## src/rtl/div_pkg.sv

```systemverilog
// Shared definitions for the sequential restoring divider: FSM state
// encoding, the default operand width and a counter-width helper.
package div_pkg;

  // Default operand/result width.
  localparam int DIV_WIDTH_DEFAULT = 4;

  // Divider control states.
  typedef enum logic [1:0] {
    IDLE = 2'd0,
    RUN  = 2'd1,
    DONE = 2'd2
  } div_state_e;

  // Bits needed to hold an iteration count of w-1 (never below one bit).
  function automatic int div_cnt_width(input int w);
    return (w > 2) ? $clog2(w) : 1;
  endfunction

endpackage : div_pkg

```

## src/rtl/div_step.sv

```systemverilog
// One radix-2 restoring step: trial-subtract the divisor from the shifted
// partial remainder; keep the difference on no borrow, otherwise restore.
module div_step
  import div_pkg::*;
#(
  parameter int WIDTH = DIV_WIDTH_DEFAULT
) (
  input  logic [WIDTH:0]   shifted_rem,
  input  logic [WIDTH-1:0] divisor,
  output logic [WIDTH-1:0] rem_next,
  output logic             q_bit
);

  logic [WIDTH:0] diff;

  // Trial subtract at WIDTH+1 bits. The divisor never exceeds WIDTH bits,
  // so a set top bit of the shifted remainder already guarantees no borrow;
  // otherwise the top bit of the difference is the borrow.
  always_comb begin
    diff     = shifted_rem - {1'b0, divisor};
    q_bit    = shifted_rem[WIDTH] | ~diff[WIDTH];
    rem_next = q_bit ? diff[WIDTH-1:0] : shifted_rem[WIDTH-1:0];
  end

endmodule : div_step

```

## src/rtl/seq_restoring_divider.sv

```systemverilog
// Sequential radix-2 restoring divider (IDLE -> RUN for WIDTH cycles -> DONE).
// Optional macro DIV_ZERO_DETECT_EN adds a div_zero output and short-circuits
// a zero divisor to DONE after a single RUN cycle.
module seq_restoring_divider
  import div_pkg::*;
#(
  parameter int WIDTH = DIV_WIDTH_DEFAULT
) (
  input  logic             clk,
  input  logic             rst_n,
  input  logic             start,
  input  logic [WIDTH-1:0] dividend,
  input  logic [WIDTH-1:0] divisor,
  output logic             busy,
  output logic             done,
  output logic [WIDTH-1:0] quotient,
  output logic [WIDTH-1:0] remainder
`ifdef DIV_ZERO_DETECT_EN
  ,
  output logic             div_zero
`endif
);

  localparam int             CW       = div_cnt_width(WIDTH);
  localparam logic [CW-1:0]  CNT_LOAD = CW'(WIDTH - 1);

  div_state_e       state_q, state_d;
  logic [CW-1:0]    cnt_q, cnt_d;
  logic [WIDTH-1:0] rem_q, rem_d;          // partial remainder
  logic [WIDTH-1:0] dvd_q, dvd_d;          // dividend bits out, quotient bits in
  logic [WIDTH-1:0] dvs_q, dvs_d;          // captured divisor
  logic [WIDTH-1:0] quotient_q, quotient_d;
  logic [WIDTH-1:0] remainder_q, remainder_d;
`ifdef DIV_ZERO_DETECT_EN
  logic             div_zero_q, div_zero_d;
`endif

  logic [WIDTH-1:0] step_rem;
  logic             step_qbit;

  div_step #(
    .WIDTH(WIDTH)
  ) u_step (
    .shifted_rem({rem_q, dvd_q[WIDTH-1]}),
    .divisor    (dvs_q),
    .rem_next   (step_rem),
    .q_bit      (step_qbit)
  );

  // Next-state and datapath update; every register holds by default.
  always_comb begin
    state_d     = state_q;
    cnt_d       = cnt_q;
    rem_d       = rem_q;
    dvd_d       = dvd_q;
    dvs_d       = dvs_q;
    quotient_d  = quotient_q;
    remainder_d = remainder_q;
`ifdef DIV_ZERO_DETECT_EN
    div_zero_d  = 1'b0;
`endif
    case (state_q)
      IDLE, DONE: begin
        if (start) begin
          dvd_d   = dividend;
          dvs_d   = divisor;
          rem_d   = '0;
          cnt_d   = CNT_LOAD;
          state_d = RUN;
        end else begin
          state_d = IDLE;
        end
      end
      RUN: begin
        // Dividend shifts out at the MSB while quotient bits enter at the LSB.
        rem_d = step_rem;
        dvd_d = {dvd_q[WIDTH-2:0], step_qbit};
        if (cnt_q == '0) begin
          state_d     = DONE;
          quotient_d  = {dvd_q[WIDTH-2:0], step_qbit};
          remainder_d = step_rem;
        end else begin
          cnt_d = cnt_q - CW'(1);
        end
`ifdef DIV_ZERO_DETECT_EN
        // A zero divisor is caught on the first RUN cycle, while dvd_q still
        // holds the untouched dividend.
        if (dvs_q == '0) begin
          state_d     = DONE;
          cnt_d       = '0;
          quotient_d  = '1;
          remainder_d = dvd_q;
          div_zero_d  = 1'b1;
        end
`endif
      end
      default: begin
        state_d = IDLE;
      end
    endcase
  end

  // State and datapath registers with asynchronous clear.
  always_ff @(posedge clk or negedge rst_n) begin
    if (!rst_n) begin
      state_q     <= IDLE;
      cnt_q       <= '0;
      rem_q       <= '0;
      dvd_q       <= '0;
      dvs_q       <= '0;
      quotient_q  <= '0;
      remainder_q <= '0;
`ifdef DIV_ZERO_DETECT_EN
      div_zero_q  <= 1'b0;
`endif
    end else begin
      state_q     <= state_d;
      cnt_q       <= cnt_d;
      rem_q       <= rem_d;
      dvd_q       <= dvd_d;
      dvs_q       <= dvs_d;
      quotient_q  <= quotient_d;
      remainder_q <= remainder_d;
`ifdef DIV_ZERO_DETECT_EN
      div_zero_q  <= div_zero_d;
`endif
    end
  end

  assign busy      = (state_q == RUN);
  assign done      = (state_q == DONE);
  assign quotient  = quotient_q;
  assign remainder = remainder_q;
`ifdef DIV_ZERO_DETECT_EN
  assign div_zero  = div_zero_q;
`endif

endmodule : seq_restoring_divider
```

## config.mk

```make
export PLATFORM = sky130hd
export DESIGN_NAME = seq_restoring_divider
export DESIGN_NICKNAME = d
export VERILOG_FILES = /design/src/rtl/div_pkg.sv /design/src/rtl/div_step.sv /design/src/rtl/seq_restoring_divider.sv
export SDC_FILE = /design/constraint.sdc
export NUM_CORES = 1
export LEC_CHECK = 0
export CAP_MARGIN = 10
export CORE_MARGIN = 3
export CORE_UTILIZATION = 46
export CTS_CLUSTER_DIAMETER = 120
export DETAILED_ROUTE_END_ITERATION = 8
export MAX_ROUTING_LAYER = met4
export PLACE_DENSITY = 0.73
export SETUP_SLACK_MARGIN = 0.3
export SLEW_MARGIN = 10
export SYNTH_ARGS = -nofsm -noshare
export SYNTH_HDL_FRONTEND = slang
export SYNTH_SLANG_ARGS = --single-unit
```

## constraint.sdc

```tcl
create_clock -name clk -period 3.1 [get_ports clk]
set_input_delay 0.465 -clock clk [delete_from_list [all_inputs] [get_ports clk]]
set_output_delay 0.465 -clock clk [all_outputs]
set_load 0.01 [all_outputs]
```

==> impl_metrics.py <==
metrics = {
    "outcome": {
        "outcome": "completed",
    },
    "sta": {
        "fin_crit_sh_pct": 73.41,
        "final-setup-viol-count": 0,
        "max_slew_margin_pct": 70.46,
        "min_period_ns": 2.276,
        "fmax_mhz": 439.4,
        "timing.setup.tns_ns": 0,
        "skew_ns": 0.002801,
        "rsz0062_at_grt": "no",
        "whs_ns": 0.4887,
        "slew_viol_final": 0,
        "finalHoldViolCount": 0,
        "tightest_slew_ns": 0.4421,
    },
    "synthesis": {
        "ys.flop_type": "dfrtp_1",
        "synth_area_leader_cell": "dfrtp_1",
        "syn_inst": 109,
        "yosysUniqueCellTypes": 22,
        "yosys_warnings": 0,
        "synth.cell_area_um2": 1119,
        "ys_top_cells_by_count": "dfrtp_1, nand2_1, o21ai_0",
        "yosys.area.top_type_share_pct": 53.69,
        "synth-seq-area-share_pct": 53.69,
        "async_reset_ff_share_pct": 100.0,
        "synth_seq_cells": 24,
        "synth_area_leaders": "dfrtp_1, ha_1, o21ai_0",
        "syn_nets": 126,
        "syn_avg_cell_area_um2": 10.26,
        "synth-edff-count": 0,
        "yosysMostFrequentCell": "dfrtp_1",
    },
    "setup_path": {
        "start_kind": "flop",
        "worstPathMaxFanout": 11,
        "path_class": "reg -> out",
        "reg2reg_to": "remainder[1]",
        "critPathMaxStageDelay_ns": 0.60,
        "cp_num_cells": 3,
        "r2r_slack_ns": 0.84,
        "worstPathArrival_ns": 1.81,
        "rr_worst_depth": 8,
        "path_buf_inv": 2,
        "cp_slowest_cell": "clkdlybuf4s50_1",
        "r2r_start": "dvd_q[3]",
        "critical_path.startpoint": "state_q[1]",
        "worstPathCellList": "nand2b_1 > inv_1 > clkdlybuf4s50_1",
        "end_kind": "output pin",
        "cp_data_required_time_ns": 2.63,
        "crit_family": "buffers and inverters",
    },
    "clocking": {
        "clockBufferDepth": 2,
        "ctsHtreeMaxLevel": 1,
        "clockRootBuffer": "clkbuf_4",
        "clkSinkCount": 24,
        "cts_hold_buf": 0,
        "cts_buffers": 3,
        "ctsResizeCount": 0,
        "clk_pin_slew_ns": 0.12,
        "cts_tree": "built",
        "clk_latency_ns": 0.30,
        "post_cts_buffers": 0,
    },
    "global_route": {
        "grt_util_all_layers_pct": 15.96,
        "grt_pass1_vias": 890,
        "grt_pass1_wl_um": 3884,
        "grt_overflow": 0,
        "use_met1_pct": 20.33,
        "met2_usage_pct": 25.68,
        "busiest_layer": "met2",
        "grt_max_degree": 25,
        "use_met3_pct": 3.037,
        "antenna_found_initial": 0,
    },
    "detailed_routing": {
        "drtIter0Drc": 9,
        "drcViolationCount": 0,
        "antenna_left": 0,
        "wl_um": 2097,
        "drtPass1Iterations": 4,
        "wire_per_inst_um": 13.27,
        "vias_per_cell": 5.152,
        "num_vias": 814,
    },
    "place": {
        "gp_congestion": 0.9033,
        "portBuffers": 20,
        "dp_hpwl_um": 1560,
        "place_area_um2": 1349,
    },
    "finish": {
        "drive_above_1_share_pct": 9.231,
        "fin_area_um2": 1371,
        "area_delta_synth_final_pct": 22.60,
        "diodes": 0,
        "fin_nets": 149,
        "nFillCells": 205,
    },
    "die": {
        "fp.dieH_um": 55.31,
        "ios": 21,
        "die_area_um2": 3059,
        "chipWidth_um": 55.31,
        "rows": 17,
        "coreArea_um2": 2255,
        "start_util_pct": 49.61,
    },
    "hold_path": {
        "hold_path_class": "reg -> reg",
        "whs_path_depth": 1,
        "hold_end": "cnt_q[0]",
        "min_from": "cnt_q[0]",
    },
    "pwr": {
        "p_leak_nw": 0.6311,
        "p_per_area_nw_per_um2": 1119,
        "peakVddDrop_mv": 0.5947,
    },
    "flow_run": {
        "cap_violations": 0,
    },
}
-- cells in the final DEF (no fill, tap or decap), types with 3 or more instances in the layout --
| cell | n |
|---|---|
| dfrtp_1 | 24 |
| clkdlybuf4s50_1 | 20 |
| nand2_1 | 16 |
| o21ai_0 | 12 |
| inv_1 | 9 |
| nor2_1 | 8 |
| a21oi_1 | 5 |
| ha_1 | 5 |
| mux2_2 | 4 |
| nor2b_1 | 3 |
| mux2i_1 | 3 |
| a31oi_1 | 3 |
| clkbuf_4 | 3 |
-- cells by family after synthesis --
kind of cell	synth area share, %
AND/OR/NAND/NOR	11.86
AO/OA/AOI/OAI	14.77
flip-flops	53.69
buffers and inverters	4.810
multiplexers	6.711
adder cells (fa/ha/maj)	7.383
XOR/XNOR	0.7831
-- flip-flops by register name (all words and copies together) (netlist names) --
name and cells:
state_q 2, remainder 4, dvs_q 4, cnt_q 2
quotient 4, rem_q 4, dvd_q 4
-- through the flow --
stage               util, %  power, W  cells  worst slack, ns
finish                60.82  0.001534    158           0.8242
detailed placement    59.82  0.001411    155           0.8822
global route          60.82  0.001692    158           0.6678
global placement      59.82  0.001376    155           0.9735
CTS                   60.82  0.001547    158           0.8060
floorplan                 -  0.001142    109            1.087
-- worst max path at each step --
stage | end | slack (ns)
after global routing | remainder[1] | 0.67
after detailed placement | remainder[1] | 0.88
after CTS | busy | 0.81
after global placement | rem_q[2] | 0.97
after floorplan | rem_q[1] | 1.09
final | busy | 0.82
-- final cells by class --
class | instances | area [um^2] | share of cell area [%]
timing repair buffer | 22 | 215.2 | 15.69
tap | 28 | 35.03 | 2.555
multi-input combinational | 72 | 464.2 | 33.85
inverter | 9 | 33.78 | 2.463
sequential | 24 | 600.6 | 43.80
clock buffer | 3 | 22.52 | 1.642
-- power by group --
group	total [W]	leakage [nW]	internal (W)	switching, W
Combinational	0.000843	0.326	0.000397	0.000446
Clock	0.000129	0.0138	0.0000452	0.0000840
Sequential	0.000562	0.291	0.000467	0.0000944
Total	0.00153	0.631	0.000910	0.000624
-- layer usage --
layer  vias to the layer above  wire [um]
met2                        17       1023
met5                         -          0
met1                       391        984
met4                         0         16
li1                        404          -
met3                         2         72
No activity file was read; power rests on OpenSTA's default activity.
